**src/rtl/game_pkg.sv**
```systemverilog
// rtl/game_pkg.sv - shared level encodings, board sizes and placer FSM states
package game_pkg;

  localparam logic [1:0] LVL_NONE   = 2'd0;
  localparam logic [1:0] LVL_EASY   = 2'd1;
  localparam logic [1:0] LVL_MEDIUM = 2'd2;
  localparam logic [1:0] LVL_HARD   = 2'd3;

  localparam int SIZE_EASY   = 8;
  localparam int SIZE_MEDIUM = 10;
  localparam int SIZE_HARD   = 16;

  typedef enum logic [2:0] {
    IDLE,
    CLEAR,
    DRAW,
    CHECK,
    FIN
  } place_state_t;

endpackage

```
**src/rtl/lfsr16.sv**
```systemverilog
// rtl/lfsr16.sv - free-running 16-bit Galois LFSR, x^16+x^14+x^13+x^11
module lfsr16 #(
  parameter logic [15:0] SEED = 16'hACE1
) (
  input  logic        clk,
  input  logic        rst,
  output logic [15:0] value
);

  // Right-shifting Galois form; a nonzero seed keeps it off the all-zero lockup state.
  always_ff @(posedge clk) begin
    if (rst) begin
      value <= SEED;
    end else begin
      value <= {1'b0, value[15:1]} ^ (value[0] ? 16'hB400 : 16'h0000);
    end
  end

endmodule

```
**src/rtl/mine_placer.sv**
```systemverilog
// rtl/mine_placer.sv - places a fixed number of distinct mines, avoiding the safe field
module mine_placer
  import game_pkg::*;
#(
  parameter int          MINES_EASY   = 10,
  parameter int          MINES_MEDIUM = 16,
  parameter int          MINES_HARD   = 40,
  parameter logic [15:0] LFSR_SEED    = 16'hACE1
) (
  input  logic                clk,
  input  logic                rst,
  input  logic                start,
  input  logic [1:0]          level,
  input  logic [4:0]          safe_x,
  input  logic [4:0]          safe_y,
  output logic                busy,
  output logic                done,
  output logic [7:0]          mine_cnt,
  output logic [7:0][7:0]     mine_arr_easy,
  output logic [9:0][9:0]     mine_arr_medium,
  output logic [15:0][15:0]   mine_arr_hard
);

  place_state_t state, state_next;

  logic [15:0] lfsr;
  logic        lfsr_unused;
  logic [1:0]  lvl_q;
  logic [4:0]  sx_q, sy_q;
  logic [7:0]  target_q;
  logic [3:0]  cx, cy;
  logic        accept_start;
  logic        out_of_range;
  logic        occupied;
  logic        reject;

  lfsr16 #(.SEED(LFSR_SEED)) u_lfsr (
    .clk   (clk),
    .rst   (rst),
    .value (lfsr)
  );

  // Only the low byte feeds candidate coordinates.
  assign lfsr_unused  = ^lfsr[15:8];
  assign accept_start = start && (level != LVL_NONE);

  always_comb begin
    out_of_range = 1'b0;
    occupied     = 1'b0;
    case (lvl_q)
      LVL_EASY:   occupied = mine_arr_easy[cx[2:0]][cy[2:0]];
      LVL_MEDIUM: begin
        out_of_range = (cx >= 4'(SIZE_MEDIUM)) || (cy >= 4'(SIZE_MEDIUM));
        occupied     = out_of_range ? 1'b0 : mine_arr_medium[cx][cy];
      end
      LVL_HARD:   occupied = mine_arr_hard[cx][cy];
      default:    occupied = 1'b0;
    endcase
    reject = out_of_range || occupied ||
             (({1'b0, cx} == sx_q) && ({1'b0, cy} == sy_q));
  end

  always_comb begin
    state_next = state;
    case (state)
      IDLE:    if (accept_start) state_next = CLEAR;
      CLEAR:   state_next = DRAW;
      DRAW:    state_next = CHECK;
      CHECK: begin
        if (reject)                                state_next = DRAW;
        else if ((mine_cnt + 8'd1) == target_q)    state_next = FIN;
        else                                       state_next = DRAW;
      end
      FIN:     state_next = IDLE;
      default: state_next = IDLE;
    endcase
  end

  always_ff @(posedge clk) begin
    if (rst) begin
      state           <= IDLE;
      busy            <= 1'b0;
      done            <= 1'b0;
      mine_cnt        <= 8'd0;
      mine_arr_easy   <= '0;
      mine_arr_medium <= '0;
      mine_arr_hard   <= '0;
      lvl_q           <= LVL_NONE;
      sx_q            <= 5'd0;
      sy_q            <= 5'd0;
      target_q        <= 8'd0;
      cx              <= 4'd0;
      cy              <= 4'd0;
    end else begin
      state <= state_next;
      busy  <= (state_next == CLEAR) || (state_next == DRAW) || (state_next == CHECK);
      done  <= (state_next == FIN);
      case (state)
        IDLE: begin
          if (accept_start) begin
            lvl_q <= level;
            sx_q  <= safe_x;
            sy_q  <= safe_y;
            case (level)
              LVL_EASY:   target_q <= 8'(MINES_EASY);
              LVL_MEDIUM: target_q <= 8'(MINES_MEDIUM);
              default:    target_q <= 8'(MINES_HARD);
            endcase
          end
        end
        CLEAR: begin
          mine_arr_easy   <= '0;
          mine_arr_medium <= '0;
          mine_arr_hard   <= '0;
          mine_cnt        <= 8'd0;
        end
        DRAW: begin
          if (lvl_q == LVL_EASY) begin
            cx <= {1'b0, lfsr[2:0]};
            cy <= {1'b0, lfsr[5:3]};
          end else begin
            cx <= lfsr[3:0];
            cy <= lfsr[7:4];
          end
        end
        CHECK: begin
          if (!reject) begin
            case (lvl_q)
              LVL_EASY:   mine_arr_easy[cx[2:0]][cy[2:0]] <= 1'b1;
              LVL_MEDIUM: mine_arr_medium[cx][cy]         <= 1'b1;
              default:    mine_arr_hard[cx][cy]           <= 1'b1;
            endcase
            mine_cnt <= mine_cnt + 8'd1;
          end
        end
        default: ;
      endcase
    end
  end

endmodule

```
**config.mk**
```make
export PLATFORM = sky130hd
export DESIGN_NAME = mine_placer
export DESIGN_NICKNAME = d
export VERILOG_FILES = /design/src/rtl/game_pkg.sv /design/src/rtl/lfsr16.sv /design/src/rtl/mine_placer.sv
export SDC_FILE = /design/constraint.sdc
export NUM_CORES = 1
export LEC_CHECK = 0
export ABC_AREA = 1
export CAP_MARGIN = 20
export CORE_UTILIZATION = 45
export CTS_CLUSTER_SIZE = 24
export DETAILED_ROUTE_END_ITERATION = 6
export DONT_BUFFER_PORTS = 1
export GPL_ROUTABILITY_DRIVEN = 0
export PLACE_DENSITY = 0.72
export SYNTH_ARGS = -nofsm -noshare
export SYNTH_HDL_FRONTEND = slang
export SYNTH_SLANG_ARGS = --single-unit
```
**constraint.sdc**
```tcl
create_clock -name clk -period 3.23 [get_ports clk]
set_input_delay 0.969 -clock clk [delete_from_list [all_inputs] [get_ports clk]]
set_output_delay 0.969 -clock clk [all_outputs]
set_load 0.05 [all_outputs]
```
==> results of run 1 <==
[cell usage after synthesis (all sizes together)]
master,instances
nor4,2
nor2b,1
inv,474
a21oi,466
ha,9
o21ai,133
nand4,10
o221ai,2
a22oi,12
buf,92
a2111oi,2
a41oi,1
o2111ai,4
or2,4
nand3,143
xnor2,7
nor3,5
dfxtp,473
a31o,1
xor2,3
nand2,978
nor2,529
o211ai,3
clkbuf,126
nand3b,3
clkinv,1
o22ai,4
[layer usage]
| metal | vias up | GRT usage [%] | wire, um |
|---|---|---|---|
| li1 | 11500 | - | - |
| met1 | 10900 | 43.1 | 34900 |
| met2 | 1450 | 51.9 | 39800 |
| met3 | 248 | 10.3 | 11600 |
| met4 | 0 | 17.4 | 4920 |
| met5 | - | 0 | 0 |
[power by group through the flow]
stage	Clock [uW]	Sequential, uW	Combinational, uW
final	6280	5960	1930
after global routing	6520	5960	1990
after CTS	6310	5960	1670
after detailed placement	0	6090	1660
after global placement	0	6090	1660
after floorplan	0	6100	1040
[cells by family (layout without fill, tap and decap cells)]
logic type               after synthesis  after routing  share of synthesized area, %
AND/OR/NAND/NOR                     1675           1678                          29.4
buffers and inverters                693           1086                          12.6
AO/OA/AOI/OAI                        628            628                          14.5
flip-flops                           473            473                          42.6
XOR/XNOR                              10             10                         0.394
adder cells (fa/ha/maj)                9              9                         0.507
[flip-flops by register name, indices dropped and copies added (netlist names), 5 cells and up]
name / count
mine_arr_medium: 100
mine_cnt: 8
sy_q: 5
sx_q: 5
u_lfsr.value: 16
mine_arr_hard: 256
mine_arr_easy: 64
[worst register-to-register path, cell delays in order (launching register included)]
cell        delay (ns)
dfxtp_4           0.40
buf_2             0.19
nand2_4           0.12
clkinvlp_4        0.14
buf_12            0.17
buf_4             0.13
nand2_1           0.06
nand4_1           0.16
nand3_1           0.12
nand3_1           0.10
nor2_1            0.12
nor2_1            0.10
a21oi_2           0.19
nand2_1           0.10
nand2_2           0.10
buf_4             0.17
nand3_4           0.15
nand2_8           0.18
clkbuf_16         0.19
nand2_1           0.06
a21oi_1           0.16
[final timing paths]
| kind | slack [ns] | endpoint | cells after the start |
|---|---|---|---|
| hold reg to reg | 0.41 | u_lfsr.value[14] | 2 |
| hold / removal | 0.41 | u_lfsr.value[14] | 2 |
| setup reg to reg | 0.05 | mine_arr_easy[20] | 20 |
| setup / recovery | 0.05 | mine_arr_easy[20] | 20 |
[final cells by class]
cell class	instances	area, um2	share of cell area (%)
clock buffers	78	1570	5.52
clock inverters	15	215	0.756
inverters	475	1790	6.29
multi-input cells	2325	10100	35.5
flip-flops and latches	473	9480	33.3
well taps	664	831	2.92
repair buffers	518	4460	15.7
[metrics by stage]
stage	setup slack, ns	cells	hold slack, ns
after floorplan	0.655	3488	0.388
after global placement	-0.0227	4426	0.390
after detailed placement	-0.0367	4426	0.398
after CTS	0.0360	4519	0.402
after global routing	-0.0606	4548	0.414
final	0.0451	4548	0.411
[placed cells by master (no fill, tap or decap), types with 11 or more instances in the layout]
cell,synthesis,layout
inv_1,472,470
a22oi_1,12,12
dfxtp_1,473,471
o21ai_0,121,120
clkbuf_16,0,63
a21oi_1,466,463
nand2_1,975,969
clkbuf_8,0,13
nand3_1,143,141
o21ai_1,12,13
nor2_1,529,523
clkbuf_1,126,11
buf_12,0,22
buf_4,25,475
[what timing repair did]
item,in CTS,in global routing
buffers inserted,0,15
gates cloned,0,14
pin swaps,0,4
setup endpoints to repair,161,407
resized for setup,2,26
hold buffers,0,0
==> results.py, run 1 <==
metrics = {
    "synth": {
        "syn_avg_cell_area_um2": 6.37,
        "synth.distinct_cells": 33,
        "ys_warn_count": 0,
        "netlist.area_leader.share_pct": 42.6,
        "syn_inst": 3488,
        "syn-cell-area_um2": 22200,
        "synth_largest_area_cell": "dfxtp_1",
        "yosysSeqAreaShare_pct": 42.6,
        "synth-seq-cells": 473,
        "syn_nets": 3512,
        "synth_area_leaders": "dfxtp_1 43%, nand2_1 16%, a21oi_1 10%",
    },
    "power_and_ir_drop": {
        "power.internal_uw": 10100,
        "p_leak_uw": 0.0112,
        "vdd_drop_max_mv": 0.493,
        "power_switching_uw": 4020,
        "seqPwrFrac_pct": 42.1,
        "p_per_area_nw_per_um2": 498,
        "clockPowerShare_pct": 44.3,
        "combPwrFrac_pct": 13.6,
        "finalPower_uw": 14200,
        "swShare_pct": 28.4,
    },
    "detailed_routing": {
        "ant_nets": 0,
        "vias": 24100,
        "drc_errors": 0,
        "vias_per_cell": 5.30,
        "drtIter0Drc": 2867,
        "first_pass_iters": 6,
        "wire_per_inst_um": 20.1,
        "wirelength_um": 91200,
    },
    "cells_and_area": {
        "drive_above_1_share_pct": 16.3,
        "final_nets": 3869,
        "n_antenna_cell": 0,
        "fill_cells": 4635,
        "syn2layout_area_growth_pct": 28.0,
        "final_cell_area_um2": 28500,
        "final_util_pct": 58.3,
    },
    "timing": {
        "max_freq_ghz": 0.314,
        "final_hold_viol_count": 0,
        "period_share_pct": 98.6,
        "skew_ns": 0.0272,
        "worst_slew_pin_slew_ns": 1.05,
        "drv_slew": 0,
        "rsz0062_at_grt": "yes",
        "finalSetupViolations": 0,
        "period_minus_slack_ns": 3.18,
        "slew_headroom_pct": 29.9,
        "finalSetupTns_ns": 0,
    },
    "critical_path": {
        "crit_family": "simple AND/OR/NAND/NOR gates",
        "worstSetupEndpointType": "flip-flop",
        "startpoint": "cx[0]",
        "cpPeakStageDelay_ns": 0.40,
        "cp-start-kind": "flip-flop",
        "worstPathCellList": "buf_2 > nand2_4 > clkinvlp_4 > buf_12 > buf_4 > nand2_1 > nand4_1 > nand3_1 > nand3_1 > nor2_1 > nor2_1 > a21oi_2 > nand2_1 > nand2_2 > buf_4 > nand3_4 > nand2_8 > clkbuf_16 > nand2_1 > a21oi_1",
        "path_buf_inv": 6,
        "slowest_stage": "dfxtp_4",
        "critPathKind": "flip-flop to flip-flop",
        "crit_fanout": 11,
        "critPathRequiredTime_ns": 3.76,
        "cp.arrival_ns": 3.71,
        "reg2reg_from": "cx[0]",
        "path_common_cell": "nand2_1",
    },
    "global_routing": {
        "grt_max_degree": 181,
        "grt_pass1_vias": 21400,
        "grtUsageTotal_pct": 33.9,
        "grt_pass1_wl_um": 130000,
        "antenna_found_initial": 0,
        "grt-ovfl-total": 0,
    },
    "cts": {
        "cts-buffers-inserted": 52,
        "cts_sinks": 473,
        "cts_max_path_buffers": 3,
        "cts_tree": "built",
        "root_buffer": "clkbuf_16",
        "clk_latency_ns": 0.61,
        "clk_pin_slew_ns": 0.06,
        "htreeDepth": 2,
    },
    "placement": {
        "io_buffers": 0,
        "placedInstanceArea_um2": 26100,
        "dp_hpwl_um": 63300,
    },
    "job": {
        "maxCapViolCount": 0,
    },
    "worst_hold_path": {
        "hp-class": "flip-flop to flip-flop",
        "min_from": "u_lfsr.value[15]",
    },
    "die": {
        "die_area_um2": 50300,
        "io-pin-count": 445,
        "die_x_um": 224,
        "rows": 81,
        "die_y_um": 224,
        "start_util_pct": 45.5,
        "core_area_um2": 48800,
    },
    "run_status": {
        "status": "finished clean",
    },
}
No activity file was read; power rests on OpenSTA's default activity.
==> inputs of run 2 (changes only) <==
- RECOVER_POWER: unset -> 25
==> results.py, run 2 (same netlist as run 1, synthesis figures left out) <==
metrics = {
    "run_status": {
        "status": "finished clean",
    },
    "power_and_ir_drop": {
        "combPwrFrac_pct": 13.6,
        "vdd_drop_max_mv": 0.483,
        "power_switching_uw": 4010,
        "seqPwrFrac_pct": 42.1,
        "p_leak_uw": 0.0104,
        "clockPowerShare_pct": 44.3,
        "finalPower_uw": 14200,
        "p_per_area_nw_per_um2": 509,
        "power.internal_uw": 10100,
        "swShare_pct": 28.4,
    },
    "cts": {
        "cts_sinks": 473,
        "cts_max_path_buffers": 3,
        "clk_pin_slew_ns": 0.06,
        "cts_tree": "built",
        "cts-buffers-inserted": 52,
        "clk_latency_ns": 0.61,
        "root_buffer": "clkbuf_16",
        "htreeDepth": 2,
        "hold_buffers": 0,
    },
    "critical_path": {
        "crit_fanout": 11,
        "reg2reg_from": "cx[0]",
        "critPathKind": "flip-flop to flip-flop",
        "critPathRequiredTime_ns": 3.76,
        "cp-start-kind": "flip-flop",
        "startpoint": "cx[0]",
        "cp.arrival_ns": 3.73,
        "worstSetupEndpointType": "flip-flop",
    },
    "timing": {
        "rsz0062_at_grt": "yes",
        "max_freq_ghz": 0.312,
        "slew_headroom_pct": 30.1,
        "finalSetupViolations": 0,
        "period_minus_slack_ns": 3.21,
        "period_share_pct": 99.2,
        "drv_slew": 0,
        "finalWorstSetupSlack_ns": 0.0250,
        "worst_slew_pin_slew_ns": 1.05,
        "final_hold_viol_count": 0,
        "skew_ns": 0.0233,
    },
    "cells_and_area": {
        "largest_register": "mine_arr_hard",
        "syn2layout_area_growth_pct": 25.0,
        "largest_reg_flops": 256,
        "final_common_cell": "nand2_1",
        "final_nets": 3869,
        "drive_above_1_share_pct": 11.8,
        "final_cell_area_um2": 27800,
        "layout_common_cells": "969 x nand2_1, 523 x nor2_1, 471 x dfxtp_1",
        "reg_top3": "mine_arr_hard: 256 flops, mine_arr_medium: 100 flops, mine_arr_easy: 64 flops",
        "n_antenna_cell": 0,
        "fill_cells": 4801,
    },
    "placement": {
        "pre_cts_ws_ns": -0.0367,
        "dp_hpwl_um": 63300,
        "io_buffers": 0,
        "placedInstanceArea_um2": 26100,
    },
    "detailed_routing": {
        "vias_per_cell": 5.31,
        "top_layer": "met4",
        "wl_met1_um": 35400,
        "wire_per_inst_um": 20.1,
        "ant_nets": 0,
        "wl_met2_um": 39900,
        "first_pass_iters": 7,
        "vias": 24100,
        "drtIter0Drc": 3000,
        "drc_errors": 0,
        "wirelength_um": 91200,
        "wl_met3_um": 11100,
    },
    "global_routing": {
        "grt-ovfl-total": 0,
        "grt_max_degree": 181,
        "antenna_found_initial": 0,
        "grt_pass1_wl_um": 130000,
        "grt_pass1_vias": 21400,
        "grtUsageTotal_pct": 33.9,
    },
    "job": {
        "maxCapViolCount": 0,
    },
    "die": {
        "die_y_um": 224,
        "die_area_um2": 50300,
        "die_x_um": 224,
        "io-pin-count": 445,
        "start_util_pct": 45.5,
        "rows": 81,
        "core_area_um2": 48800,
    },
    "worst_hold_path": {
        "min_from": "u_lfsr.value[15]",
        "hp-class": "flip-flop to flip-flop",
    },
}
-- run 2: metal layers --
layer | up-vias | global-route usage [%]
li1 | 11500 | -
met1 | 11000 | 43.1
met2 | 1413 | 51.9
met3 | 245 | 10.3
met4 | 0 | 17.4
met5 | - | 0
-- run 2: per-stage QoR --
stage | cells | setup TNS (ns) | hold slack [ns] | util (%)
2_1_floorplan | 3488 | 0 | 0.388 | -
4_1_cts | 4519 | 0 | 0.402 | 57.2
6_report | 4548 | 0 | 0.411 | 56.9
3_5_place_dp | 4426 | -0.354 | 0.398 | 53.5
3_3_place_gp | 4426 | -1.37 | 0.390 | 53.5
5_1_grt | 4548 | -0.754 | 0.414 | 56.9
-- run 2: final cells by class --
| type | instances | area, um2 | area share (%) |
|---|---|---|---|
| timing repair buffer | 518 | 3800 | 13.7 |
| clock inverter | 15 | 215 | 0.774 |
| inverter | 475 | 1790 | 6.44 |
| sequential | 473 | 9480 | 34.1 |
| clock buffer | 78 | 1570 | 5.65 |
| tap | 664 | 831 | 2.99 |
| multi-input combinational | 2325 | 10100 | 36.4 |
-- run 2: repair_timing --
action                     CTS  global route
setup endpoints to repair  161           407
resized for setup            2            26
cloned                       0            14
setup buffers                0            15
hold endpoints to repair     0             0
pin swaps                    0             4
-- run 2: power groups by stage --
stage,registers (uW),clock network [uW],logic [uW]
finish,5960,6280,1920
global route,5960,6520,1990
CTS,5960,6310,1670
detailed placement,6090,0,1660
global placement,6090,0,1660
floorplan,6100,0,1040
-- run 2: final timing paths --
check,end,slack (ns),depth (start not counted)
worst max-delay path,mine_arr_easy[20],0.02,20
worst min-delay path,u_lfsr.value[14],0.41,2
worst max register to register,mine_arr_easy[20],0.02,20
worst min register to register,u_lfsr.value[14],0.41,2
-- run 2: critical path: stages, from the launching register on --
cell	delay (ns)
dfxtp_4	0.39
buf_2	0.20
nand2_4	0.12
clkinvlp_4	0.14
buf_12	0.17
buf_4	0.14
nand2_1	0.05
nand3_1	0.09
o221ai_1	0.19
nand3_1	0.11
nor2_1	0.12
nor2_1	0.09
a21oi_2	0.19
nand2_1	0.10
nand2_2	0.10
buf_4	0.17
nand3_4	0.14
nand2_8	0.18
clkbuf_16	0.18
nand2_1	0.06
a21oi_1	0.16
